File: config.mk
export PLATFORM = sky130hd
export DESIGN_NAME = buf_receiver
export DESIGN_NICKNAME = d
export VERILOG_FILES = /design/src/rtl/buf_receiver.sv
export SDC_FILE = /design/constraint.sdc
export NUM_CORES = 1
export LEC_CHECK = 0
export ABC_AREA = 1
export CORE_MARGIN = 2
export CORE_UTILIZATION = 55
export CTS_CLUSTER_SIZE = 8
export DETAILED_ROUTE_END_ITERATION = 8
export PLACE_DENSITY = 0.77
export SYNTH_ARGS = -nofsm -noshare
export SYNTH_HDL_FRONTEND = slang
export SYNTH_SLANG_ARGS = --single-unit
File: constraint.sdc
create_clock -name clk -period 3 [get_ports clk]
set_input_delay 0.6 -clock clk [delete_from_list [all_inputs] [get_ports clk]]
set_output_delay 0.6 -clock clk [all_outputs]
set_load 0.02 [all_outputs]
File: src/rtl/buf_receiver.sv
// Clocked consumer for the BUF output channel: 4-phase REQ/ACK capture into a FIFO,
// valid/ready output stream, saturating word count. Optional macro: BUF_RECEIVER_SEQ_CHECK_EN.
module buf_receiver #(
    parameter int unsigned WIDTH     = 32,
    parameter int unsigned DEPTH     = 4,
    parameter int unsigned SEQ_LIMIT = 100
) (
    input  logic             clk,
    input  logic             rst,
    input  logic             BtoR_REQ,
    input  logic [WIDTH-1:0] DO,
    output logic             RtoB_ACK,
    output logic             out_valid,
    input  logic             out_ready,
    output logic [WIDTH-1:0] out_data,
    output logic [7:0]       count,
    output logic             done,
    output logic             seq_err
);

    localparam int unsigned AW    = $clog2(DEPTH);
    localparam logic [7:0]  Limit = 8'(SEQ_LIMIT);

    typedef enum logic [1:0] {StIdle, StAck, StGap} state_e;

    state_e           state_q, state_d;
    logic             req_m_q, req_s_q;
    logic             ack_q;
    logic [AW:0]      wr_ptr_q, rd_ptr_q;
    logic [WIDTH-1:0] mem_q [DEPTH];
    logic [7:0]       count_q;
    logic             full, empty, push, pop;

    assign empty = (wr_ptr_q == rd_ptr_q);
    assign full  = (wr_ptr_q[AW] != rd_ptr_q[AW]) &&
                   (wr_ptr_q[AW-1:0] == rd_ptr_q[AW-1:0]);
    assign pop   = !empty && out_ready;

    // Full is judged on current pointers, so a same-cycle pop never unblocks a push.
    always_comb begin
        state_d = state_q;
        push    = 1'b0;
        case (state_q)
            StIdle: begin
                if (req_s_q && !full) begin
                    push    = 1'b1;
                    state_d = StAck;
                end
            end
            StAck:   if (!req_s_q) state_d = StGap;
            StGap:   state_d = StIdle;
            default: state_d = StIdle;
        endcase
    end

    always_ff @(posedge clk) begin
        if (rst) begin
            req_m_q  <= 1'b0;
            req_s_q  <= 1'b0;
            state_q  <= StIdle;
            ack_q    <= 1'b0;
            wr_ptr_q <= '0;
            rd_ptr_q <= '0;
            count_q  <= '0;
        end else begin
            req_m_q <= BtoR_REQ;
            req_s_q <= req_m_q;
            state_q <= state_d;
            ack_q   <= (state_d == StAck);
            if (push) wr_ptr_q <= wr_ptr_q + 1'b1;
            if (pop)  rd_ptr_q <= rd_ptr_q + 1'b1;
            if (push && (count_q != Limit)) count_q <= count_q + 8'd1;
        end
    end

    // Storage is only written on push, so DO is never sampled while req_s is low.
    always_ff @(posedge clk) begin
        if (push) mem_q[wr_ptr_q[AW-1:0]] <= DO;
    end

    assign RtoB_ACK  = ack_q;
    assign out_valid = !empty;
    assign out_data  = empty ? '0 : mem_q[rd_ptr_q[AW-1:0]];
    assign count     = count_q;
    assign done      = (count_q == Limit);

`ifdef BUF_RECEIVER_SEQ_CHECK_EN
    logic [WIDTH-1:0] expected_q;
    logic             seq_err_q;

    always_ff @(posedge clk) begin
        if (rst) begin
            expected_q <= '0;
            seq_err_q  <= 1'b0;
        end else if (push) begin
            if (DO != expected_q) seq_err_q <= 1'b1;
            expected_q <= DO + WIDTH'(1);
        end
    end

`ifndef SYNTHESIS
    always_ff @(posedge clk) begin
        if (!rst && push && (DO != expected_q) && !seq_err_q)
            $display("buf_receiver: sequence error");
    end
`endif

    assign seq_err = seq_err_q;
`else
    assign seq_err = 1'b0;
`endif

endmodule

==> impl_metrics.toml, run 1 <==
[clock_network]
clkTransAtPathRegs_ns = 0.06
cts_tree = "built"
cts_buffers = 17
clock_path_buffers = 2
cts_root_buffer = "clkbuf_8"
insertion_delay_ns = 0.52
ctsHoldBuffers = 0
cts_sinks = 149
htree_levels = 4

[synthesis]
netlist_area_um2 = 6090
syn_avg_cell_area_um2 = 11.7
yosys_warnings = 0
synth_fp_nets = 565
synth-simple-area-share_pct = 13.2
syn_inst = 522
synth_xor_area_share_pct = 0.862
synth_compound_area_share_pct = 8.77
muxShareOfSynthArea_pct = 0
seq_area_frac_synth_pct = 70.0
synth_top_family_by_area = "simple AND/OR/NAND/NOR gates"
synth_seq_cells = 149
synth_adder_area_share_pct = 1.44
synth_cell_type_count = 26

[place]
gp_congestion = 0.823
place_inst = 728
post_dp_cell_area_um2 = 7060
port-buffer-count = 78
hpwl_mm = 7.32

[floorplan]
start_util_pct = 56.2
die_area_um2 = 11900
ios = 80
rows = 38
die_w_um = 109
die_h_um = 109
core_area_um2 = 10800

[critical_path]
cpMostUsedCell = "nand2_1"
cp.arrival_ns = 2.19
end_kind = "output pin"
path_max_fanout = 34
slowest_delay_ns = 0.63
path_class = "register to output pin"
critPathLaunchType = "register"
required_ns = 2.40
path_cells = "inv_1 -> nand2_1 -> nand2_1 -> nand3_2 -> buf_12 -> clkdlybuf4s50_1"
crit_slowest_cell = "clkdlybuf4s50_1"

[sta]
setup_viol = 0
slew_viol_final = 0
fmax_ghz = 0.358
hold_viol = 0
rsz0062_at_grt = "false"
fin_crit_sh_pct = 93.0
slew_headroom_pct = 60.5
worst_pin_slew_ns = 0.591
min_period_ns = 2.79
clock_skew_ns = 0.00736
finalSetupTns_ns = 0

[pwr]
leakagePower_nw = 3.33
powerDensity_nw_per_um2 = 668
ir_drop_uv = 368

[grt]
gr-total-overflow = 0
grt_max_degree = 47
antenna_found_initial = 0
grt_pass1_wl_mm = 19.5
grt_use_total_pct = 21.9
grt_pass1_vias = 4140

[drt]
drc = 0
drtPass1Iterations = 8
wirelength_mm = 12.4
vias = 4117
drt_iter0_drc = 367
ant_nets = 0
routed_via_density = 5.41
wl_per_cell_um = 16.2

[worst_hold_path]
hp-class = "register to register"

[finish]
final_cell_area_um2 = 7760
final_nets = 651
final_cell_count_no_fill = 761
fillCellCount = 707
antennaDiodeCount = 0
layout-drive-gt1-share_pct = 10.5
area_growth_pct = 27.3
post-route-util_pct = 71.6

[outcome]
status = "completed"

[job]
max_cap_viol_count = 0
-- layer usage --
layer  up-vias  routed length, um  track usage, %
li1       1969                  -               -
met1      1954               4960            26.0
met2       164               6270            36.7
met3        30                848            6.93
met4         0                289            9.76
met5         -                  0               0
-- worst max-delay path: cells and delay by family (launching register included) --
kind / cells / cell delay, ns
simple gates: 3 / 0.31
flops: 1 / 0.39
buf+inv: 3 / 0.96
-- worst paths after layout --
path | from | endpoint | slack [ns] | cells after the start
max | wr_ptr_q[1] | out_valid | 0.21 | 6
min | req_m_q | req_s_q | 0.40 | 2
max reg2reg | wr_ptr_q[1] | mem_q[0][0] | 0.91 | 7
min reg2reg | req_m_q | req_s_q | 0.40 | 2
-- cell families (layout without fill, tap and decap cells) --
| group | count (synthesis) | in the layout |
|---|---|---|
| buf+inv | 81 | 180 |
| fa+ha+maj | 7 | 7 |
| simple gates | 196 | 196 |
| other cells | 1 | 1 |
| flops | 149 | 149 |
| compound gates | 82 | 82 |
| xor+xnor | 6 | 6 |
-- through the flow --
step	setup WS [ns]	power (mW)	hold WS [ns]
2_1_floorplan	0.312	2.89	0.388
3_3_place_gp	0.453	3.25	0.392
3_5_place_dp	0.356	3.28	0.399
4_1_cts	0.0258	5.22	0.408
5_1_grt	0.0769	5.38	0.422
6_report	0.210	5.18	0.404
-- placed cells by master (no fill, tap or decap), drive strengths merged --
cell / count
edfxtp: 128
dlygate4sd2: 2
a21oi: 13
inv: 57
o32ai: 32
clkbuf: 26
dfxtp: 21
conb: 1
nand3: 9
buf: 15
clkinv: 4
xor2: 4
nor2: 116
nand2: 69
ha: 7
dlymetal6s2s: 30
xnor2: 2
o21ai: 37
nand4: 2
clkdlybuf4s50: 46
-- synth_stat cells --
cell type / number / area [um^2]
edfxtp_1: 128 / 3840
nor2_1: 114 / 428
nand2_1: 66 / 248
inv_1: 52 / 195
o21ai_0: 36 / 180
o32ai_1: 32 / 280
dfxtp_1: 21 / 420
a21oi_1: 13 / 65.1
buf_2: 11 / 55.1
clkbuf_1: 9 / 33.8
ha_1: 7 / 87.6
buf_4: 5 / 37.5
nand3_1: 5 / 25.0
xor2_1: 4 / 35.0
nand3_2: 3 / 30.0
inv_2: 2 / 7.51
nand2_2: 2 / 12.5
nand4_1: 2 / 12.5
nor2_4: 2 / 22.5
xnor2_1: 2 / 17.5
buf_6: 1 / 11.3
clkinv_2: 1 / 5.00
conb_1: 1 / 3.75
nand2_4: 1 / 11.3
nand3_4: 1 / 17.5
o21ai_2: 1 / 8.76
-- registers in the layout (all words and copies together), names as in the netlist, named ones only --
name      flops
mem_q       128
count         8
rd_ptr_q      3
wr_ptr_q      3
state_q       2
RtoB_ACK      1
req_m_q       1
req_s_q       1
-- report_power, final --
part,switching (mW),internal (mW)
registers,0.0273,2.29
logic,0.552,0.388
clock network,0.753,1.18
total,1.33,3.85
-- layout make-up --
class / instances / area (um^2) / share of cell area [%]
clock buffers: 26 / 519 / 6.69
multi-input cells: 292 / 1530 / 19.7
well taps: 140 / 175 / 2.26
inverters: 55 / 211 / 2.73
clock inverters: 6 / 37.5 / 0.484
repair buffers: 93 / 1010 / 13.1
flip-flops and latches: 149 / 4270 / 55.0
-- timing repair --
| action | CTS | global route |
|---|---|---|
| resized for setup | 13 | 32 |
| buffers inserted | 0 | 1 |
| endpoints found under the setup margin | 32 | 30 |
No activity file was read; power rests on OpenSTA's default activity.
==> run 2: changes to the inputs <==
--- a/config.mk
+++ b/config.mk
@@ -8,9 +8,11 @@
 export ABC_AREA = 1
 export CORE_MARGIN = 2
 export CORE_UTILIZATION = 55
-export CTS_CLUSTER_SIZE = 8
+export CTS_CLUSTER_SIZE = 20
 export DETAILED_ROUTE_END_ITERATION = 8
 export PLACE_DENSITY = 0.77
+export RECOVER_POWER = 50
+export REMOVE_ABC_BUFFERS = 1
 export SYNTH_ARGS = -nofsm -noshare
 export SYNTH_HDL_FRONTEND = slang
 export SYNTH_SLANG_ARGS = --single-unit
==> impl_metrics.toml, run 2 (synthesized netlist as in run 1, its figures left out) <==
[outcome]
status = "completed"

[critical_path]
critPathLaunchType = "register"
required_ns = 2.40
end_kind = "output pin"
cp.arrival_ns = 2.28
crit_slowest_cell = "clkdlybuf4s50_1"
path_max_fanout = 26
path_class = "register to output pin"
slowest_delay_ns = 0.59
path_cells = "inv_8 -> buf_4 -> nor2_1 -> o32ai_1 -> nand2_1 -> inv_1 -> clkdlybuf4s50_1"

[clock_network]
cts_root_buffer = "clkbuf_8"
cts_buffers = 17
clkTransAtPathRegs_ns = 0.06
cts_sinks = 149
htree_levels = 4
cts_tree = "built"
clock_path_buffers = 2
insertion_delay_ns = 0.52

[sta]
rsz0062_at_grt = "false"
slew_viol_final = 0
fin_ws_ns = 0.120
fin_crit_sh_pct = 96.0
clock_skew_ns = 0.00885
min_period_ns = 2.88
fmax_ghz = 0.347
setup_viol = 0
worst_pin_slew_ns = 1.13
slew_headroom_pct = 24.6
hold_viol = 0

[pwr]
power_frac_clock_pct = 38.4
powerDensity_nw_per_um2 = 682
leakagePower_nw = 3.31
p_int_mw = 3.93
p_sw_mw = 1.37
swShare_pct = 25.8
pwr-share-comb_pct = 17.8
ir_drop_uv = 359
pwr-share-seq_pct = 43.7

[place]
port-buffer-count = 78
dp_slack_ns = 0.450
hpwl_mm = 7.12
gp_congestion = 0.728
post_dp_cell_area_um2 = 7090
place_inst = 727

[floorplan]
ios = 80
die_w_um = 109
start_util_pct = 56.2
die_h_um = 109
die_area_um2 = 11900
core_area_um2 = 10800
rows = 38

[finish]
post-route-util_pct = 71.6
layout-drive-gt1-share_pct = 9.34
largest_register_ffs = 128
final-seq-area_um2 = 4270
fillCellCount = 726
final_cell_count_no_fill = 762
final_common_cell = "edfxtp_1"
multi_input_area_um2 = 1490
final_cell_area_um2 = 7760
final_nets = 651
area_growth_pct = 27.3
final_cell_mix = "edfxtp_1, nor2_1, nand2_1, inv_1, o21ai_0"

[grt]
gr-total-overflow = 0
grt_max_degree = 65
antenna_found_initial = 1
grt_pass1_vias = 4068
grt_use_total_pct = 21.9
grt_pass1_wl_mm = 19.5

[job]
max_cap_viol_count = 0

[drt]
drt_iter0_drc = 394
drc = 0
vias = 4188
routed_via_density = 5.50
drtPass1Iterations = 5
ant_nets = 0
wirelength_mm = 12.8
wl_per_cell_um = 16.8

[worst_hold_path]
hp-class = "register to register"
-- run 2: power by group through the flow --
stage / Sequential (mW) / Combinational [mW] / Clock, mW
4_1_cts: 2.32 / 0.949 / 2.06
6_report: 2.32 / 0.944 / 2.04
3_5_place_dp: 2.36 / 0.940 / 0
5_1_grt: 2.32 / 1.02 / 2.15
2_1_floorplan: 2.38 / 0.462 / 0
3_3_place_gp: 2.36 / 0.921 / 0
-- run 2: worst paths after layout --
check,startpoint,end,slack [ns],cells after the start
worst min register to register,req_m_q,req_s_q,0.41,2
worst max-delay path,register,out_data[16],0.12,7
worst max register to register,wr_ptr_q[0],mem_q[3][3],0.24,7
worst min-delay path,req_m_q,req_s_q,0.41,2
-- run 2: timing repair --
item / in CTS / in global routing
hold buffers: 0 / 0
gates resized for setup: 2 / 31
buffers inserted: 0 / 1
gates cloned: 0 / 1
setup endpoints to repair: 23 / 30
-- run 2: area by class of cell --
| cell class | instances | area share, % |
|---|---|---|
| Antenna cell | 1 | 0.0322 |
| Clock buffer | 18 | 5.38 |
| Clock inverter | 14 | 2.05 |
| Inverter | 55 | 2.76 |
| Multi-Input combinational cell | 292 | 19.2 |
| Sequential cell | 149 | 55.0 |
| Tap cell | 140 | 2.26 |
| Timing Repair Buffer | 93 | 13.3 |
-- run 2: per-stage QoR --
stage | hold slack, ns | power (mW) | TNS (ns)
after detailed placement | 0.401 | 3.30 | 0
after floorplan | 0.388 | 2.85 | -7.64
after CTS | 0.411 | 5.33 | 0
final | 0.408 | 5.30 | 0
after global routing | 0.436 | 5.50 | 0
after global placement | 0.396 | 3.28 | 0
-- run 2: per-layer routing --
layer	GRT usage [%]	routed length, um	up-vias
met3	7.65	963	18
met1	26.7	5190	1996
met5	0	0	-
li1	-	-	1979
met4	7.05	151	0
met2	36.7	6490	195
-- run 2: critical path: cells and delay by family (launching register included) --
kind	cells	cell delay [ns]
buffers and inverters	4	0.99
AO/OA/AOI/OAI	1	0.24
flip-flops	1	0.39
AND/OR/NAND/NOR	2	0.13
